### src/rtl/lmem_bank_sched_if.sv
// lmem_bank_sched_if
//   Bundles the requester-side request bus, the RAM bank drive and the
//   response channel of one local-memory bank scheduler.
//
//   Request side : req_valid, req_rw, req_addr, req_byteen, req_data, req_tag
//                  (flattened per requester), req_ready (one-hot grant)
//   Bank side    : bank_read, bank_write, bank_addr, bank_wren, bank_wdata,
//                  bank_rdata (valid the cycle after bank_read)
//   Response side: rsp_valid, rsp_idx, rsp_data, rsp_tag, rsp_ready
//
//   slave  : the scheduler
//   master : the surroundings (requesters, RAM macro, response consumer)
interface lmem_bank_sched_if #(
    parameter int NUM_REQS   = 4,
    parameter int ADDR_WIDTH = 10,
    parameter int DATA_WIDTH = 32,
    parameter int TAG_WIDTH  = 16
);
    localparam int IDX_WIDTH = (NUM_REQS > 1) ? $clog2(NUM_REQS) : 1;
    localparam int BE_WIDTH  = DATA_WIDTH / 8;

    logic [NUM_REQS-1:0]            req_valid;
    logic [NUM_REQS-1:0]            req_rw;
    logic [NUM_REQS*ADDR_WIDTH-1:0] req_addr;
    logic [NUM_REQS*BE_WIDTH-1:0]   req_byteen;
    logic [NUM_REQS*DATA_WIDTH-1:0] req_data;
    logic [NUM_REQS*TAG_WIDTH-1:0]  req_tag;
    logic [NUM_REQS-1:0]            req_ready;

    logic                           bank_read;
    logic                           bank_write;
    logic [ADDR_WIDTH-1:0]          bank_addr;
    logic [BE_WIDTH-1:0]            bank_wren;
    logic [DATA_WIDTH-1:0]          bank_wdata;
    logic [DATA_WIDTH-1:0]          bank_rdata;

    logic                           rsp_valid;
    logic [IDX_WIDTH-1:0]           rsp_idx;
    logic [DATA_WIDTH-1:0]          rsp_data;
    logic [TAG_WIDTH-1:0]           rsp_tag;
    logic                           rsp_ready;

    modport slave (
        input  req_valid, req_rw, req_addr, req_byteen, req_data, req_tag,
        output req_ready,
        output bank_read, bank_write, bank_addr, bank_wren, bank_wdata,
        input  bank_rdata,
        output rsp_valid, rsp_idx, rsp_data, rsp_tag,
        input  rsp_ready
    );

    modport master (
        output req_valid, req_rw, req_addr, req_byteen, req_data, req_tag,
        input  req_ready,
        input  bank_read, bank_write, bank_addr, bank_wren, bank_wdata,
        output bank_rdata,
        input  rsp_valid, rsp_idx, rsp_data, rsp_tag,
        output rsp_ready
    );
endinterface

### src/rtl/lmem_bank_sched.sv
// lmem_bank_sched
//   Shares one single-port, synchronous-read local-memory bank between
//   NUM_REQS requesters. Round-robin arbitration among eligible requests,
//   one-cycle read-after-write bubble on the same address, and read data
//   returned through a 2-entry credit-managed response queue tagged with the
//   requester index.
//
//   Ports
//     clk            : clock
//     reset_n        : asynchronous active-low reset
//     bus            : lmem_bank_sched_if.slave (request, bank, response)
//     perf_conflicts : saturating count of cycles with more than one
//                      req_valid asserted
module lmem_bank_sched #(
    parameter int NUM_REQS   = 4,
    parameter int ADDR_WIDTH = 10,
    parameter int DATA_WIDTH = 32,
    parameter int TAG_WIDTH  = 16,
    parameter int CTR_WIDTH  = 16
) (
    input  logic                  clk,
    input  logic                  reset_n,
    lmem_bank_sched_if.slave      bus,
    output logic [CTR_WIDTH-1:0]  perf_conflicts
);
    localparam int IDX_WIDTH = (NUM_REQS > 1) ? $clog2(NUM_REQS) : 1;
    localparam int BE_WIDTH  = DATA_WIDTH / 8;

    typedef struct packed {
        logic [IDX_WIDTH-1:0]  idx;
        logic [TAG_WIDTH-1:0]  tag;
        logic [DATA_WIDTH-1:0] data;
    } rsp_t;

    // Arbitration state and RAW hazard tracking
    logic [IDX_WIDTH-1:0]  rr_ptr;
    logic                  last_wr_valid;
    logic [ADDR_WIDTH-1:0] last_wr_addr;

    // Read issued last cycle; its data is on bank_rdata now
    logic                  inf_valid;
    logic [IDX_WIDTH-1:0]  inf_idx;
    logic [TAG_WIDTH-1:0]  inf_tag;

    // Response queue
    rsp_t                  q_mem [2];
    logic                  q_rd_ptr;
    logic                  q_wr_ptr;
    logic [1:0]            q_count;

    logic [CTR_WIDTH-1:0]  conflict_cnt;

    logic [1:0]            occupancy;
    logic                  credit_ok;
    logic                  pop;
    logic                  push_store;
    logic                  pop_store;
    rsp_t                  push_ent;
    rsp_t                  head_ent;

    logic [NUM_REQS-1:0]   eligible;
    logic [NUM_REQS-1:0]   grant;
    logic                  grant_any;
    logic [IDX_WIDTH-1:0]  grant_idx;
    int                    cand;

    logic                  sel_rw;
    logic [ADDR_WIDTH-1:0] sel_addr;
    logic [BE_WIDTH-1:0]   sel_wren;
    logic [DATA_WIDTH-1:0] sel_wdata;
    logic [TAG_WIDTH-1:0]  sel_tag;

    // ------------------------------------------------------------------
    // Response path. With the queue empty, the read data returning this
    // cycle is presented directly; if it is consumed right away it never
    // occupies a queue slot.
    // ------------------------------------------------------------------
    assign push_ent.idx  = inf_idx;
    assign push_ent.tag  = inf_tag;
    assign push_ent.data = bus.bank_rdata;

    assign head_ent      = (q_count != 2'd0) ? q_mem[q_rd_ptr] : push_ent;

    assign bus.rsp_valid = inf_valid || (q_count != 2'd0);
    assign bus.rsp_idx   = head_ent.idx;
    assign bus.rsp_tag   = head_ent.tag;
    assign bus.rsp_data  = head_ent.data;

    assign pop        = bus.rsp_valid && bus.rsp_ready;
    assign push_store = inf_valid && !((q_count == 2'd0) && pop);
    assign pop_store  = pop && (q_count != 2'd0);

    // A read may issue only if its response is guaranteed a slot: the read
    // in flight plus queued entries must leave room, counting a pop that
    // happens in this same cycle.
    assign occupancy = {1'b0, inf_valid} + q_count;
    assign credit_ok = (occupancy < 2'd2) || ((occupancy == 2'd2) && pop);

    // ------------------------------------------------------------------
    // Eligibility. Gated by reset_n so nothing is granted while the block
    // is held in reset.
    // ------------------------------------------------------------------
    always_comb begin
        eligible = '0;
        for (int i = 0; i < NUM_REQS; i++) begin
            if (bus.req_valid[i] && reset_n) begin
                if (bus.req_rw[i]) begin
                    eligible[i] = 1'b1;
                end else begin
                    eligible[i] = credit_ok &&
                        !(last_wr_valid &&
                          (bus.req_addr[i*ADDR_WIDTH +: ADDR_WIDTH] == last_wr_addr));
                end
            end
        end
    end

    // ------------------------------------------------------------------
    // Round-robin search starting at rr_ptr; the first eligible wins.
    // ------------------------------------------------------------------
    always_comb begin
        grant     = '0;
        grant_any = 1'b0;
        grant_idx = '0;
        cand      = 0;
        for (int k = 0; k < NUM_REQS; k++) begin
            cand = int'(rr_ptr) + k;
            if (cand >= NUM_REQS) begin
                cand = cand - NUM_REQS;
            end
            if (!grant_any && eligible[cand[IDX_WIDTH-1:0]]) begin
                grant_any                     = 1'b1;
                grant_idx                     = cand[IDX_WIDTH-1:0];
                grant[cand[IDX_WIDTH-1:0]]    = 1'b1;
            end
        end
    end

    // Granted requester's fields; zero when nothing is granted.
    always_comb begin
        sel_rw    = 1'b0;
        sel_addr  = '0;
        sel_wren  = '0;
        sel_wdata = '0;
        sel_tag   = '0;
        for (int i = 0; i < NUM_REQS; i++) begin
            if (grant[i]) begin
                sel_rw    = bus.req_rw[i];
                sel_addr  = bus.req_addr[i*ADDR_WIDTH +: ADDR_WIDTH];
                sel_wren  = bus.req_byteen[i*BE_WIDTH +: BE_WIDTH];
                sel_wdata = bus.req_data[i*DATA_WIDTH +: DATA_WIDTH];
                sel_tag   = bus.req_tag[i*TAG_WIDTH +: TAG_WIDTH];
            end
        end
    end

    assign bus.req_ready  = grant;
    assign bus.bank_write = grant_any && sel_rw;
    assign bus.bank_read  = grant_any && !sel_rw;
    assign bus.bank_addr  = sel_addr;
    assign bus.bank_wren  = sel_wren;
    assign bus.bank_wdata = sel_wdata;

    assign perf_conflicts = conflict_cnt;

    // ------------------------------------------------------------------
    // Sequential state
    // ------------------------------------------------------------------
    always_ff @(posedge clk or negedge reset_n) begin
        if (!reset_n) begin
            rr_ptr        <= '0;
            last_wr_valid <= 1'b0;
            last_wr_addr  <= '0;
            inf_valid     <= 1'b0;
            inf_idx       <= '0;
            inf_tag       <= '0;
            q_rd_ptr      <= 1'b0;
            q_wr_ptr      <= 1'b0;
            q_count       <= 2'd0;
            conflict_cnt  <= '0;
        end else begin
            if (grant_any) begin
                rr_ptr <= (grant_idx == IDX_WIDTH'(NUM_REQS - 1)) ? '0 : grant_idx + 1'b1;
            end

            // The bubble covers only the cycle right after a write.
            last_wr_valid <= bus.bank_write;
            if (bus.bank_write) begin
                last_wr_addr <= bus.bank_addr;
            end

            inf_valid <= bus.bank_read;
            if (bus.bank_read) begin
                inf_idx <= grant_idx;
                inf_tag <= sel_tag;
            end

            if (push_store) begin
                q_wr_ptr <= ~q_wr_ptr;
            end
            if (pop_store) begin
                q_rd_ptr <= ~q_rd_ptr;
            end
            q_count <= q_count + 2'(push_store) - 2'(pop_store);

            if (($countones(bus.req_valid) > 1) && (conflict_cnt != '1)) begin
                conflict_cnt <= conflict_cnt + 1'b1;
            end
        end
    end

    // Queue payload needs no reset; q_count qualifies it.
    always_ff @(posedge clk) begin
        if (push_store) begin
            q_mem[q_wr_ptr] <= push_ent;
        end
    end

    a_no_overflow: assert property (@(posedge clk) disable iff (!reset_n)
        !(push_store && !pop_store && (q_count == 2'd2)));

endmodule
### src/flat_wrapper.sv
// flat-port wrapper written by rule: the top's interface ports become plain ports
module lmem_bank_sched_flat 
#(
    parameter int NUM_REQS   = 4,
    parameter int ADDR_WIDTH = 10,
    parameter int DATA_WIDTH = 32,
    parameter int TAG_WIDTH  = 16,
    parameter int CTR_WIDTH  = 16
)
  (clk, reset_n, perf_conflicts, bus_req_valid, bus_req_rw, bus_req_addr, bus_req_byteen, bus_req_data, bus_req_tag, bus_req_ready, bus_bank_read, bus_bank_write, bus_bank_addr, bus_bank_wren, bus_bank_wdata, bus_bank_rdata, bus_rsp_valid, bus_rsp_idx, bus_rsp_data, bus_rsp_tag, bus_rsp_ready);
  lmem_bank_sched_if #(.NUM_REQS(NUM_REQS), .ADDR_WIDTH(ADDR_WIDTH), .DATA_WIDTH(DATA_WIDTH), .TAG_WIDTH(TAG_WIDTH)) bus_i ();
  input  logic clk;
  input  logic reset_n;
  output logic [CTR_WIDTH-1:0] perf_conflicts;
  input wire logic [$bits(bus_i.req_valid)-1:0] bus_req_valid;
  input wire logic [$bits(bus_i.req_rw)-1:0] bus_req_rw;
  input wire logic [$bits(bus_i.req_addr)-1:0] bus_req_addr;
  input wire logic [$bits(bus_i.req_byteen)-1:0] bus_req_byteen;
  input wire logic [$bits(bus_i.req_data)-1:0] bus_req_data;
  input wire logic [$bits(bus_i.req_tag)-1:0] bus_req_tag;
  output wire logic [$bits(bus_i.req_ready)-1:0] bus_req_ready;
  output wire logic [$bits(bus_i.bank_read)-1:0] bus_bank_read;
  output wire logic [$bits(bus_i.bank_write)-1:0] bus_bank_write;
  output wire logic [$bits(bus_i.bank_addr)-1:0] bus_bank_addr;
  output wire logic [$bits(bus_i.bank_wren)-1:0] bus_bank_wren;
  output wire logic [$bits(bus_i.bank_wdata)-1:0] bus_bank_wdata;
  input wire logic [$bits(bus_i.bank_rdata)-1:0] bus_bank_rdata;
  output wire logic [$bits(bus_i.rsp_valid)-1:0] bus_rsp_valid;
  output wire logic [$bits(bus_i.rsp_idx)-1:0] bus_rsp_idx;
  output wire logic [$bits(bus_i.rsp_data)-1:0] bus_rsp_data;
  output wire logic [$bits(bus_i.rsp_tag)-1:0] bus_rsp_tag;
  input wire logic [$bits(bus_i.rsp_ready)-1:0] bus_rsp_ready;
  assign bus_i.req_valid = bus_req_valid;
  assign bus_i.req_rw = bus_req_rw;
  assign bus_i.req_addr = bus_req_addr;
  assign bus_i.req_byteen = bus_req_byteen;
  assign bus_i.req_data = bus_req_data;
  assign bus_i.req_tag = bus_req_tag;
  assign bus_req_ready = bus_i.req_ready;
  assign bus_bank_read = bus_i.bank_read;
  assign bus_bank_write = bus_i.bank_write;
  assign bus_bank_addr = bus_i.bank_addr;
  assign bus_bank_wren = bus_i.bank_wren;
  assign bus_bank_wdata = bus_i.bank_wdata;
  assign bus_i.bank_rdata = bus_bank_rdata;
  assign bus_rsp_valid = bus_i.rsp_valid;
  assign bus_rsp_idx = bus_i.rsp_idx;
  assign bus_rsp_data = bus_i.rsp_data;
  assign bus_rsp_tag = bus_i.rsp_tag;
  assign bus_i.rsp_ready = bus_rsp_ready;
  lmem_bank_sched #(.NUM_REQS(NUM_REQS), .ADDR_WIDTH(ADDR_WIDTH), .DATA_WIDTH(DATA_WIDTH), .TAG_WIDTH(TAG_WIDTH), .CTR_WIDTH(CTR_WIDTH)) u_core (.clk(clk), .reset_n(reset_n), .bus(bus_i), .perf_conflicts(perf_conflicts));
endmodule
### config.mk
export PLATFORM = sky130hd
export DESIGN_NAME = lmem_bank_sched_flat
export DESIGN_NICKNAME = d
export VERILOG_FILES = /design/src/rtl/lmem_bank_sched_if.sv /design/src/rtl/lmem_bank_sched.sv /design/src/flat_wrapper.sv
export SDC_FILE = /design/constraint.sdc
export NUM_CORES = 1
export LEC_CHECK = 0
export ABC_AREA = 0
export CAP_MARGIN = 20
export CORE_AREA = 2 2 157 159
export DETAILED_ROUTE_END_ITERATION = 12
export DIE_AREA = 0 0 159 161
export HOLD_SLACK_MARGIN = 0.02
export PLACE_DENSITY_LB_ADDON = 0.05
export SLEW_MARGIN = 20
export SYNTH_ARGS = -nofsm -noshare
export SYNTH_HDL_FRONTEND = slang
export SYNTH_SLANG_ARGS = --single-unit
### constraint.sdc
create_clock -name clk -period 7.7 [get_ports clk]
set_input_delay 1.155 -clock clk [delete_from_list [all_inputs] [get_ports clk]]
set_output_delay 1.155 -clock clk [all_outputs]
set_load 0.1 [all_outputs]
==> results of run 1 <==
[registers in the layout, summed over array words and instances, names as in the netlist, named ones only]
name,flops
u_core.q_mem,100
u_core.inf_tag,16
u_core.perf_conflicts,16
u_core.last_wr_addr,10
u_core.inf_idx,2
u_core.q_count,2
u_core.inf_valid,1
u_core.last_wr_valid,1
u_core.q_rd_ptr,1
u_core.q_wr_ptr,1
u_core.rr_ptr,1
[stage by stage]
| step | worst slack, ps | utilization (%) | hold WS (ps) | instance area [sq um] | std cells |
|---|---|---|---|---|---|
| global route | 741 | 59.3 | 510 | 14200 | 1565 |
| detailed placement | 1110 | 56.9 | 481 | 13600 | 1532 |
| floorplan | 681 | - | 455 | 8940 | 854 |
| global placement | 1100 | 56.9 | 474 | 13600 | 1532 |
| finish | 946 | 59.3 | 499 | 14200 | 1566 |
| CTS | 1100 | 59.3 | 494 | 14200 | 1564 |
[layout make-up]
class / count / share of cell area, %
repair buffers: 423 / 32.2
flip-flops and latches: 152 / 30.3
multi-input cells: 617 / 30.2
clock buffers: 17 / 2.99
well taps: 324 / 2.85
clock inverters: 15 / 0.986
inverters: 16 / 0.422
diodes: 2 / 0.0352
[worst max-delay path, delay by kind of cell]
kind                      cells  cell delay [ps]
muxes                         1              550
AOI/OAI and AO/OA             5             1740
buffers and inverters         3             1010
xor gates and xnor gates      1              160
and+or+nand+nor               3              940
[cell families after synthesis]
| kind of cell | share of synthesized area [%] |
|---|---|
| compound gates | 19.6 |
| xor+xnor | 6.07 |
| fa+ha+maj | 1.90 |
| buf+inv | 4.07 |
| flops | 48.1 |
| mux | 10.3 |
| simple gates | 9.98 |
[path summary, 6_finish.rpt]
kind | to | depth (start not counted)
worst max-delay path | bus_bank_wdata[10] | 13
worst min-delay path | u_core.q_mem[0][37] | 0
worst max register to register | u_core.last_wr_addr[1] | 9
worst min register to register | u_core.q_mem[0][37] | 0
max in group asynchronous | u_core.q_rd_ptr | 2
min in group asynchronous | u_core.last_wr_addr[3] | 2
[layer usage]
metal / global-route usage, % / routed length [microns]
met1: 33.6 / 14000
met2: 42.7 / 16400
met3: 7.19 / 2520
met4: 7.44 / 835
met5: 0 / 24
[layout by cell type, fill, tap and decap left out, types with 6 or more instances in the layout]
cell | Yosys | final
nor4_1 | 6 | 6
a21oi_1 | 8 | 8
mux2_4 | 9 | 9
buf_12 | 0 | 41
a221oi_1 | 65 | 65
nand2_1 | 109 | 109
mux2_2 | 17 | 17
o22ai_1 | 29 | 29
xor2_1 | 40 | 40
buf_4 | 1 | 24
mux2i_1 | 50 | 50
o21ai_1 | 1 | 10
clkdlybuf4s50_1 | 0 | 357
edfxtp_1 | 100 | 100
inv_1 | 12 | 12
nand3_1 | 12 | 12
dfrtp_1 | 52 | 51
nor2_1 | 36 | 35
xnor2_1 | 22 | 22
and2_1 | 9 | 8
o21ai_0 | 126 | 117
inv_6 | 0 | 7
ha_1 | 12 | 12
clkbuf_16 | 0 | 17
==> results.py, run 1 <==
metrics = {
    "logic_synthesis": {
        "syn_avg_cell_area_sq_um": 10.5,
        "synth_top_cell_by_area": "edfxtp_1",
        "synth_area_sq_um": 8940,
        "synth_flop_cell": "edfxtp_1",
        "ys_top_cells_by_count": "o21ai_0 (126), nand2_1 (109), edfxtp_1 (100)",
        "syn_inst": 854,
        "syn-num-nets": 1158,
        "yosys-top-cells-area": "edfxtp_1 (34%), dfrtp_1 (15%), o21ai_0 (7.1%), a221oi_1 (6.4%), mux2i_1 (5.6%)",
        "synth-async-reset-ratio_pct": 34.2,
        "synth_edf_count": 100,
        "yosysWarningCount": 0,
        "synth_cell_types": 60,
        "synth_top_area_share_pct": 33.6,
        "ys_ff_latch": 152,
        "yosysSeqAreaShare_pct": 48.1,
        "synth_most_common_cell": "o21ai_0",
    },
    "die": {
        "pin_count": 410,
        "die_w_microns": 159,
        "std_cell_rows": 57,
        "die_h_microns": 161,
        "dieArea_sq_um": 25600,
        "initial_utilization_pct": 37.3,
        "core-area_sq_um": 24000,
    },
    "layout": {
        "fillers": 2058,
        "area_growth_pct": 59.0,
        "seq_area_sq_um": 4310,
        "drive_gt1_share_pct": 11.6,
        "nNetsFinal": 1531,
        "multiInputGateArea_sq_um": 4290,
    },
    "timing": {
        "rsz0062_at_grt": "no",
        "finalSetupTns_ps": 0,
        "hold_viol_final": 0,
        "setup_violations": 0,
        "layout_worst_path_cycle_share_pct": 87.7,
        "slew_headroom_pct": 23.3,
        "skew_ps": 11.7,
        "final_period_minus_worst_setup_slack_ps": 6750,
        "timing.fmax_mhz": 148,
        "worst_pin_slew_ps": 1150,
        "drv_slew": 0,
    },
    "detailed_routing": {
        "drt-vias-per-instance": 5.36,
        "wirelength_microns": 33800,
        "ant_nets": 0,
        "drc_errors": 0,
        "drt-initial-drc-count": 643,
        "first_pass_iters": 5,
        "wl_per_cell_microns": 21.6,
        "vias": 8391,
    },
    "critical_path": {
        "crit_slowest_cell": "o21ai_0",
        "endpoint_kind": "primary output",
        "critical_path.max_stage_delay_ps": 630,
        "crit_chain": "clkdlybuf4s50_1 -> xor2_1 -> nor4_1 -> nand3_1 -> and2_1 -> mux4_2 -> a211oi_1 -> o22ai_1 -> a211oi_4 -> buf_12 -> a221oi_1 -> o21ai_0 -> buf_12",
        "regToRegSetupSlack_ps": 2920,
        "path_common_cell": "buf_12",
        "critPathLaunch": "bus_req_addr[15]",
        "worstSetupPathType": "in -> out",
        "critPathLaunchType": "input port",
        "crit_fanout": 40,
        "cp.required_ps": 6550,
        "cp_data_arrival_time_ps": 5600,
    },
    "clock_network": {
        "clkSlewWorstSetupHoldPaths_ps": 70,
        "clk_latency_ps": 420,
        "cts_resized": 0,
        "cts.sinks": 152,
        "cts_setup_buffers": 0,
        "cts_hold_buf": 0,
        "htreeDepth": 4,
        "clk_path_buf_depth": 2,
        "cts_root_buffer": "clkbuf_16",
        "cts_inserted_buffers": 17,
        "cts_tree": "yes",
    },
    "grt": {
        "grt_max_degree": 78,
        "grt_pass1_vias": 8435,
        "grt_usage_pct": 25.9,
        "grt-ovfl-total": 0,
        "grt_pass1_wl_microns": 51100,
        "antenna_found_initial": 4,
    },
    "placed_design": {
        "place_hpwl_microns": 25500,
        "portBuffers": 409,
        "gp_congestion": 0.917,
    },
    "job": {
        "maxCapViolCount": 0,
    },
    "min_path": {
        "hold_class": "reg -> reg",
        "hp-start": "u_core.inf_tag[5]",
    },
    "status": {
        "status": "complete, no violations",
    },
}
Power of run 1 is not shown: default switching activity piles up to over one toggle a cycle in this logic, so the estimate is an artifact.
==> inputs of run 2 (changes only) <==
Settings changed: CORE_AREA 2 2 157 159 to default, CORE_MARGIN from default to 2, CORE_UTILIZATION from default to 30, DIE_AREA 0 0 159 161 to default, SKIP_CTS_REPAIR_TIMING from default to 1.
==> results.py, run 2 (synthesized netlist as in run 1, its figures left out) <==
metrics = {
    "placed_design": {
        "gp_congestion": 0.842,
        "place_hpwl_microns": 27000,
        "portBuffers": 409,
        "dp.cells": 1598,
    },
    "die": {
        "die_h_microns": 177,
        "dieArea_sq_um": 31200,
        "pin_count": 410,
        "core-area_sq_um": 29500,
        "std_cell_rows": 63,
        "die_w_microns": 177,
        "initial_utilization_pct": 30.3,
    },
    "layout": {
        "fillers": 2709,
        "area_growth_pct": 60.1,
        "layout_common_cells": "clkdlybuf4s50_1 (358), o21ai_0 (117), nand2_1 (109)",
        "drive_gt1_share_pct": 11.5,
        "mostFrequentLayoutCell": "clkdlybuf4s50_1",
        "largest_register_ffs": 100,
        "top_register": "u_core.q_mem",
        "nNetsFinal": 1531,
        "fin_cells": 1633,
    },
    "critical_path": {
        "critPathLaunchType": "input port",
        "cp_data_arrival_time_ps": 5720,
        "cp.required_ps": 6550,
        "crit_slowest_cell": "mux4_2",
        "path_buf_inv": 3,
        "crit_chain": "clkdlybuf4s50_1 -> xnor2_1 -> nand4_1 -> nor3_1 -> nor2_1 -> mux4_2 -> a211oi_2 -> a2bb2oi_2 -> or2_2 -> buf_4 -> a221oi_1 -> o21ai_0 -> buf_12",
        "worstSetupPathType": "in -> out",
        "crit_fanout": 48,
        "endpoint_kind": "primary output",
        "cp_top_family": "buffers and inverters",
        "critical_path.max_stage_delay_ps": 600,
    },
    "timing": {
        "hold_slack_ps": 503,
        "worst_pin_slew_ps": 1110,
        "hold_viol_final": 0,
        "final_period_minus_worst_setup_slack_ps": 6870,
        "finalSetupTns_ps": 0,
        "drv_slew": 0,
        "layout_worst_path_cycle_share_pct": 89.3,
        "slew_headroom_pct": 25.4,
        "skew_ps": 13.0,
        "rsz0062_at_grt": "no",
        "timing.fmax_mhz": 145,
        "setup_violations": 0,
    },
    "status": {
        "status": "complete, no violations",
    },
    "clock_network": {
        "cts_tree": "yes",
        "clk_latency_ps": 420,
        "htreeDepth": 4,
        "cts.sinks": 152,
        "clkSlewWorstSetupHoldPaths_ps": 70,
        "cts_root_buffer": "clkbuf_16",
        "clk_path_buf_depth": 2,
        "cts_inserted_buffers": 17,
    },
    "grt": {
        "grt-ovfl-total": 0,
        "grt_pass1_wl_microns": 51400,
        "grt_usage_pct": 21.8,
        "grt_max_degree": 63,
        "antenna_found_initial": 4,
        "grt_pass1_vias": 8199,
    },
    "detailed_routing": {
        "drt-vias-per-instance": 5.04,
        "vias": 8229,
        "first_pass_iters": 5,
        "ant_nets": 0,
        "drt-initial-drc-count": 520,
        "wirelength_microns": 35200,
        "wl_per_cell_microns": 21.5,
        "drc_errors": 0,
    },
    "job": {
        "maxCapViolCount": 0,
    },
    "min_path": {
        "hold_class": "reg -> reg",
    },
}
[run 2: area by class of cell]
type	count	area (sq um)	area share (%)
Clock inverter	14	181	1.27
Sequential cell	152	4310	30.1
Multi-Input combinational cell	617	4290	30.0
Tap cell	390	488	3.41
Antenna cell	3	7.51	0.0525
Inverter	16	60.1	0.420
Timing Repair Buffer	423	4540	31.8
Clock buffer	18	429	3.00
[run 2: stage by stage]
stage | utilization (%) | setup WS (ps) | cell area [sq um]
after floorplan | - | 681 | 8940
after CTS | 48.5 | 974 | 14300
after global routing | 48.5 | 681 | 14300
final | 48.5 | 825 | 14300
after global placement | 46.5 | 1040 | 13700
after detailed placement | 46.5 | 997 | 13700
[run 2: final timing paths]
| kind | slack (ps) | startpoint | to | cells past startpoint |
|---|---|---|---|---|
| worst min-delay path | 500 | u_core.perf_conflicts[9] | u_core.perf_conflicts[9] | 1 |
| min in group asynchronous | 770 | reset_n | u_core.inf_tag[3] | 1 |
| worst max register to register | 2580 | register | u_core.inf_tag[11] | 11 |
| max in group asynchronous | 6030 | reset_n | u_core.inf_tag[1] | 2 |
| worst min register to register | 500 | u_core.perf_conflicts[9] | u_core.perf_conflicts[9] | 1 |
| worst max-delay path | 830 | bus_req_addr[37] | bus_bank_wren[2] | 13 |
[run 2: layer usage]
metal / track usage, % / wire, microns
met4: 3.89 / 298
met3: 6.04 / 2660
met1: 29.8 / 15500
met2: 34.9 / 16700
met5: 0 / 30
Power of run 2 is left out for the same reason.
==> inputs of run 3 (changes only) <==
Settings changed: CORE_ASPECT_RATIO from default to 0.6.
==> results.py, run 3 (synthesized netlist as in run 1, its figures left out) <==
metrics = {
    "placed_design": {
        "gp_congestion": 0.856,
        "portBuffers": 409,
        "place_hpwl_microns": 26300,
    },
    "status": {
        "status": "complete, no violations",
    },
    "layout": {
        "fillers": 2701,
        "drive_gt1_share_pct": 11.6,
        "top_register": "u_core.q_mem",
        "mostFrequentLayoutCell": "clkdlybuf4s50_1",
        "layout_common_cells": "clkdlybuf4s50_1 (357), o21ai_0 (117), nand2_1 (109)",
        "largest_register_ffs": 100,
        "area_growth_pct": 59.4,
        "nNetsFinal": 1533,
    },
    "job": {
        "maxCapViolCount": 0,
    },
    "timing": {
        "hold_viol_final": 0,
        "finalSetupTns_ps": 0,
        "timing.fmax_mhz": 144,
        "final_period_minus_worst_setup_slack_ps": 6960,
        "rsz0062_at_grt": "no",
        "worst_pin_slew_ps": 1080,
        "skew_ps": 14.0,
        "drv_slew": 0,
        "setup_violations": 0,
        "slew_headroom_pct": 27.6,
        "layout_worst_path_cycle_share_pct": 90.3,
    },
    "min_path": {
        "hold_class": "reg -> reg",
        "hold_end": "u_core.perf_conflicts[9]",
        "hp-start": "u_core.perf_conflicts[9]",
        "min_path_cells": 1,
    },
    "die": {
        "initial_utilization_pct": 30.8,
        "core-area_sq_um": 29000,
        "die_w_microns": 227,
        "std_cell_rows": 48,
        "pin_count": 410,
        "die_h_microns": 138,
        "dieArea_sq_um": 31200,
    },
    "clock_network": {
        "clk_latency_ps": 440,
        "cts.sinks": 152,
        "htreeDepth": 4,
        "cts_tree": "yes",
        "clkSlewWorstSetupHoldPaths_ps": 60,
        "cts_inserted_buffers": 17,
        "cts_root_buffer": "clkbuf_16",
        "clk_path_buf_depth": 2,
    },
    "detailed_routing": {
        "vias": 8065,
        "drt-initial-drc-count": 454,
        "first_pass_iters": 4,
        "wirelength_microns": 34700,
        "wl_met2_microns": 16800,
        "top_layer_used": "met4",
        "wl_per_cell_microns": 21.1,
        "dr_wl_met3_microns": 1750,
        "drc_errors": 0,
        "met1Wirelength_microns": 15600,
        "ant_nets": 0,
        "drt-vias-per-instance": 4.91,
    },
    "grt": {
        "grt_max_degree": 63,
        "grt-ovfl-total": 0,
        "grt_pass1_wl_microns": 49700,
        "grt_pass1_vias": 7848,
        "grt_usage_pct": 21.4,
        "antenna_found_initial": 1,
    },
    "critical_path": {
        "cp_data_arrival_time_ps": 5800,
        "endpoint_kind": "primary output",
        "worstSetupPathType": "in -> out",
        "r2r_end": "u_core.inf_tag[8]",
        "cp.required_ps": 6550,
        "critPathLaunch": "bus_req_addr[36]",
        "critPathLaunchType": "input port",
        "crit_fanout": 29,
        "ff2ff_path_depth": 12,
        "regToRegSetupSlack_ps": 2800,
    },
}
==> run 3: changes by cell type in the layout (fill, tap and decap cells not counted), sizes merged <==
cell	previous run	this run
buf	65	68
clkinvlp	1	2
inv	20	17
clkbuf	18	19
diode	3	1
clkinv	7	10
clkdlybuf4s50	358	357
bufinv	2	0
==> run 3: how the worst max path moves through the flow <==
stage	cells after the start	end	slack, ps
after floorplan	13	bus_bank_wdata[10]	680
after global placement	13	bus_bank_wdata[5]	990
after detailed placement	13	bus_bank_wdata[5]	860
after CTS	13	bus_bank_wdata[5]	860
after global routing	13	bus_bank_wdata[5]	520
final	13	bus_bank_wdata[5]	740
==> run 3: routing by layer <==
layer | vias to the layer above | GRT usage, %
li1 | 3969 | -
met1 | 3867 | 29.4
met2 | 193 | 34.0
met3 | 36 | 4.91
met4 | 0 | 5.96
met5 | - | 0
==> run 3: final cells by class <==
class	count	area [sq um]	share of cell area (%)
Tap cell	400	500	3.51
Multi-Input combinational cell	617	4290	30.1
Clock buffer	19	433	3.04
Timing Repair Buffer	425	4560	32.0
Clock inverter	13	97.6	0.685
Antenna cell	1	2.50	0.0176
Inverter	16	60.1	0.421
Sequential cell	152	4310	30.2
==> run 3: worst max-delay path, stage by stage <==
cell,delay (ps)
clkdlybuf4s50_1,510
xnor2_1,150
nand4_1,170
nor3_1,600
or2_1,260
mux4_2,370
o21ai_0,140
o22ai_2,170
and2_1,180
clkinv_1,740
a221oi_1,820
o21ai_0,290
buf_12,230
==> run 3: through the flow <==
step | util (%) | hold slack, ps | instances | setup slack, ps | area (sq um)
after floorplan | - | 455 | 854 | 681 | 8940
after global placement | 47.3 | 479 | 1610 | 994 | 13700
after detailed placement | 47.3 | 478 | 1610 | 861 | 13700
after CTS | 49.1 | 500 | 1642 | 863 | 14200
after global routing | 49.1 | 505 | 1643 | 520 | 14200
final | 49.1 | 496 | 1643 | 744 | 14200
Power of run 3 is left out for the same reason.
